File: src/rtl/rgb_fade_sequencer.sv
// rgb_fade_sequencer: queued colour commands ramp three duty registers that drive glitch-free PWM outputs.
module rgb_fade_sequencer #(
  parameter int DUTY_W = 16,
  parameter int DIV_W = 16,
  parameter int FIFO_DEPTH = 4
) (
  input  logic              clk,
  input  logic              rst_n,
  input  logic              cmd_valid,
  output logic              cmd_ready,
  input  logic [DUTY_W-1:0] cmd_red,
  input  logic [DUTY_W-1:0] cmd_green,
  input  logic [DUTY_W-1:0] cmd_blue,
  input  logic [DUTY_W-1:0] cmd_rate,
  input  logic [DIV_W-1:0]  tick_div,
  input  logic              abort,
  output logic              pwm_red,
  output logic              pwm_green,
  output logic              pwm_blue,
  output logic              busy,
  output logic              fade_done
);
  localparam int AW = $clog2(FIFO_DEPTH);
  localparam int CW = 4 * DUTY_W;
  typedef enum logic [1:0] {IDLE, LOAD, FADE} state_t;
  state_t state, state_nx;
  logic [CW-1:0] mem [FIFO_DEPTH];
  logic [AW:0] wr_ptr, rd_ptr;
  logic empty, full, push, pop, tick, all_done;
  logic [DUTY_W-1:0] cnt, rate;
  logic [DUTY_W-1:0] duty_red, duty_green, duty_blue;
  logic [DUTY_W-1:0] shadow_red, shadow_green, shadow_blue;
  logic [DUTY_W-1:0] target_red, target_green, target_blue;
  logic [DUTY_W-1:0] next_red, next_green, next_blue;
  logic [DIV_W-1:0] presc;

  // Move cur toward tgt by min(r, |tgt-cur|) using one extra bit so nothing wraps.
  function automatic logic [DUTY_W-1:0] step_to(input logic [DUTY_W-1:0] cur, tgt, r);
    logic up;
    logic [DUTY_W:0] d, s;
    up = tgt >= cur;
    d = up ? {1'b0, tgt} - {1'b0, cur} : {1'b0, cur} - {1'b0, tgt};
    s = ({1'b0, r} < d) ? {1'b0, r} : d;
    return up ? DUTY_W'({1'b0, cur} + s) : DUTY_W'({1'b0, cur} - s);
  endfunction

  assign empty = wr_ptr == rd_ptr;
  assign full = (wr_ptr[AW] != rd_ptr[AW]) && (wr_ptr[AW-1:0] == rd_ptr[AW-1:0]);
  assign cmd_ready = !full;
  assign push = cmd_valid && !full && !abort;
  assign pop = (state == IDLE) && !empty && !abort;
  assign tick = (state == FADE) && (presc == tick_div);
  assign busy = (state != IDLE) || !empty;
  assign next_red = step_to(duty_red, target_red, rate);
  assign next_green = step_to(duty_green, target_green, rate);
  assign next_blue = step_to(duty_blue, target_blue, rate);
  assign all_done = (next_red == target_red) && (next_green == target_green) && (next_blue == target_blue);

  always_comb begin
    state_nx = abort ? IDLE
             : state == IDLE ? (empty ? IDLE : LOAD)
             : state == LOAD ? (rate == '0 ? IDLE : FADE)
             : (state == FADE && !(tick && all_done)) ? FADE : IDLE;
  end

  always_ff @(posedge clk or negedge rst_n)
    if (!rst_n) state <= IDLE;
    else state <= state_nx;

  always_ff @(posedge clk)
    if (push) mem[wr_ptr[AW-1:0]] <= {cmd_red, cmd_green, cmd_blue, cmd_rate};

  always_ff @(posedge clk or negedge rst_n) begin
    if (!rst_n) begin
      cnt <= '0;
      {shadow_red, shadow_green, shadow_blue} <= '0;
      {duty_red, duty_green, duty_blue} <= '0;
      {target_red, target_green, target_blue, rate} <= '0;
      {pwm_red, pwm_green, pwm_blue, fade_done} <= '0;
      wr_ptr <= '0;
      rd_ptr <= '0;
      presc <= '0;
    end else begin
      cnt <= cnt + 1'b1;
      if (&cnt) {shadow_red, shadow_green, shadow_blue} <= {duty_red, duty_green, duty_blue};
      pwm_red <= cnt < shadow_red;
      pwm_green <= cnt < shadow_green;
      pwm_blue <= cnt < shadow_blue;
      fade_done <= 1'b0;
      if (push) wr_ptr <= wr_ptr + 1'b1;
      if (abort) rd_ptr <= wr_ptr;
      else if (pop) rd_ptr <= rd_ptr + 1'b1;
      if (pop) {target_red, target_green, target_blue, rate} <= mem[rd_ptr[AW-1:0]];
      presc <= (state == FADE && !tick) ? presc + 1'b1 : '0;
      if (!abort && state == LOAD && rate == '0) begin
        {duty_red, duty_green, duty_blue} <= {target_red, target_green, target_blue};
        fade_done <= 1'b1;
      end
      if (!abort && tick) begin
        {duty_red, duty_green, duty_blue} <= {next_red, next_green, next_blue};
        fade_done <= all_done;
      end
    end
  end
endmodule

File: config.mk
export PLATFORM = sky130hd
export DESIGN_NAME = rgb_fade_sequencer
export DESIGN_NICKNAME = d
export VERILOG_FILES = /design/src/rtl/rgb_fade_sequencer.sv
export SDC_FILE = /design/constraint.sdc
export NUM_CORES = 1
export LEC_CHECK = 0
export ABC_AREA = 1
export CAP_MARGIN = 10
export CORE_MARGIN = 1
export CORE_UTILIZATION = 40
export CTS_CLUSTER_SIZE = 24
export DETAILED_ROUTE_END_ITERATION = 6
export PLACE_DENSITY = 0.56
export SLEW_MARGIN = 40
export SYNTH_ARGS = -nofsm -noshare
export SYNTH_HDL_FRONTEND = slang
export SYNTH_SLANG_ARGS = --single-unit
export TNS_END_PERCENT = 1
File: constraint.sdc
create_clock -name clk -period 8.26 [get_ports clk]
set_input_delay 2.478 -clock clk [delete_from_list [all_inputs] [get_ports clk]]
set_output_delay 2.478 -clock clk [all_outputs]
set_load 0.01 [all_outputs]
==> run summary <==
status: completed
Worst Slack Setup Final: 0.4898 ns
Critical Path RT: 8.72 ns
hold depth: 2
htree depth: 2
DR vias: 24190
synth unique cells: 63
Tmin final: 7.770 ns
slowest cell delay on critical path: 0.38 ns
Total Routing Usage GR: 24.76%
CTS tree: yes
area grow syn2layout: 18.59%
crit-path max FO: 18
Detailed Routing Iterations Pass 1: 7
die height: 273.2 µm
Worst-Margin Slew: 0.8872 ns
WP buf/inv: 9
initial antenna violation count: 2
Iteration-0 DRC Markers: 1780
Std-Cell Core Area: 72830 µm²
critical path data arrival time: 8.23 ns
cells on worst reg2reg path: 52
syn_nets: 3733
Crit. End Element: register
I/O Pins: 90
Slew headroom: 40.67%
first-pass GRT wire length: 141300 µm
Async S/R FF share, synth: 44.35%
Final Cycle Share: 94.07%
share of layout cells above drive strength 1: 12.73%
CP Depth: 52
clock transition at the registers of the reported paths: 0.06 ns
die width: 273.2 µm
Slew Limit Fails: 0
slowest CP cell: dfrtp_1
final WL: 92560 µm
vias in the first global route: 23170
largest net degree at the start of global routing: 120
total clock sinks: 460
leading area contributor after synthesis: edfxtp_1
Top FF cell, synth: edfxtp_1
Yosys top cell area share: 26.14%
WS Path Type: reg2reg
Residual DRC: 0
Ys Warns: 0
count leader, synth: nand2_1
CP most frequent cell: nand2_1
dpl ws: -0.08696 ns
CP delay by family, top: simple AND/OR/NAND/NOR gates
Hold Crit Class: reg2reg
row count: 99
DR WL/cell: 20.10 µm
Cell Area, Synth: 29410 µm²
DP HPWL: 69910 µm
routability cong.: 1.010
Buffers on Ports: 89
Post-synth top cells: nand2_1 (630), inv_1 (396), nor2_1 (344)
worst-skew pair later-pin latency: 0.61 ns
die area: 74620 µm²
post-DR vias/cell: 5.253
Synth area leaders: edfxtp_1 (26%), dfrtp_1 (17%), ha_1 (11%)
Post-layout nets: 3942
TritonCTS Buffers: 51
cell count after synthesis: 3393
CTS root buffer: clkbuf_16
Post-synth EDFFs: 256
Overflow after GRT: 0
#FFs+latches synth: 460
Max-cap violations: 0
sequential area share after synthesis: 43.49%
Max Root-Sink Buffers: 3
Mean Syn Cell Area: 8.668 µm²
FMAX: 128.7 MHz
Setup Skew: 0.02114 ns
initial core utilization: 40.38%
final hold viol count: 0
# setup viols final: 0
antenna-violating nets left: 0
startpoint types: register
sequential cells by signal, summed over array words and instances, names as in the netlist, 2 cells and up:
name,cells
duty_green,16
shadow_blue,16
rd_ptr,3
mem,256
duty_red,16
state,2
wr_ptr,3
target_green,16
shadow_red,16
presc,16
target_blue,16
rate,16
shadow_green,16
duty_blue,16
cnt,16
target_red,16
layout make-up:
type | instances | area (µm²)
Inverter | 406 | 1540
Timing Repair Buffer | 273 | 2356
Clock buffer | 73 | 1461
Sequential cell | 460 | 12800
Multi-Input combinational cell | 2410 | 15140
Fill cell | 7038 | 37960
Clock inverter | 23 | 370.4
Antenna cell | 1 | 2.502
Tap cell | 959 | 1200
routing by layer:
layer | wire length [µm] | track usage (%)
met1 | 43270 | 35.66
met2 | 41980 | 39.37
met3 | 4697 | 2.733
met4 | 2618 | 6.572
met5 | 0 | 0
worst paths after layout:
check | start | to | slack (ns)
worst max-delay path | duty_red[14] | state[1] | 0.49
worst min-delay path | shadow_blue[11] | shadow_blue[11] | 0.48
worst max register to register | duty_red[14] | state[1] | 0.49
worst min register to register | shadow_blue[11] | shadow_blue[11] | 0.48
max in group asynchronous | rst_n | duty_red[15] | 5.18
min in group asynchronous | rst_n | presc[11] | 1.85
cell families after synthesis:
group                    after synthesis  share of synthesized area [%]
AND/OR/NAND/NOR                     1243                          17.87
multiplexers                           4                         0.1361
adder cells (fa/ha/maj)              256                          11.12
AO/OA/AOI/OAI                        710                          14.37
buffers and inverters                523                          7.006
XOR/XNOR                             197                          6.007
flip-flops                           460                          43.49
worst min-delay path, stage by stage, from the launching register on:
cell,delay [ns]
dfrtp_1,0.34
nand2_1,0.05
o21ai_0,0.06
placed cells by master, fill, tap and decap left out, types with 11 or more instances in the layout:
cell	n
nand2_1	618
inv_1	385
nor2_1	333
o21ai_0	276
edfxtp_1	256
ha_1	213
dfrtp_1	198
a21oi_1	182
buf_4	171
xor2_1	130
nand3_1	126
clkdlybuf4s50_1	88
o32ai_1	62
xnor2_1	56
clkbuf_16	53
nand2_2	39
nand4_1	33
o221ai_1	22
nor3_1	19
o211ai_1	18
a21o_1	17
ha_4	17
ha_2	17
o21ai_1	16
inv_2	15
nor2_2	15
a21oi_2	15
clkbuf_1	14
a22oi_1	13
o21ai_2	12
nor2_4	11
o21bai_1	11
per-stage QoR:
stage	utilization (%)	cell area, µm²	hold slack (ns)	TNS (ns)	instances
2_1_floorplan	-	29410	0.4476	0	3393
3_3_place_gp	44.09	32120	0.4631	-0.06105	4467
3_5_place_dp	44.14	32150	0.4710	-0.1019	4467
4_1_cts	46.67	33990	0.4876	0	4564
5_1_grt	47.89	34880	0.5063	-0.05709	4604
6_report	47.89	34880	0.4826	0	4605
repair_timing:
item,CTS,global route
endpoints found under the setup margin,2,2
gates resized for setup,4,151
pin swaps,4,29
gates cloned,0,0
hold buffers,0,0
endpoints found under the hold margin,0,0
buffers inserted,1,40
Power is left out: the tool's default activity adds up to more than one toggle a clock period on the data nets, which glitch-free logic cannot reach.
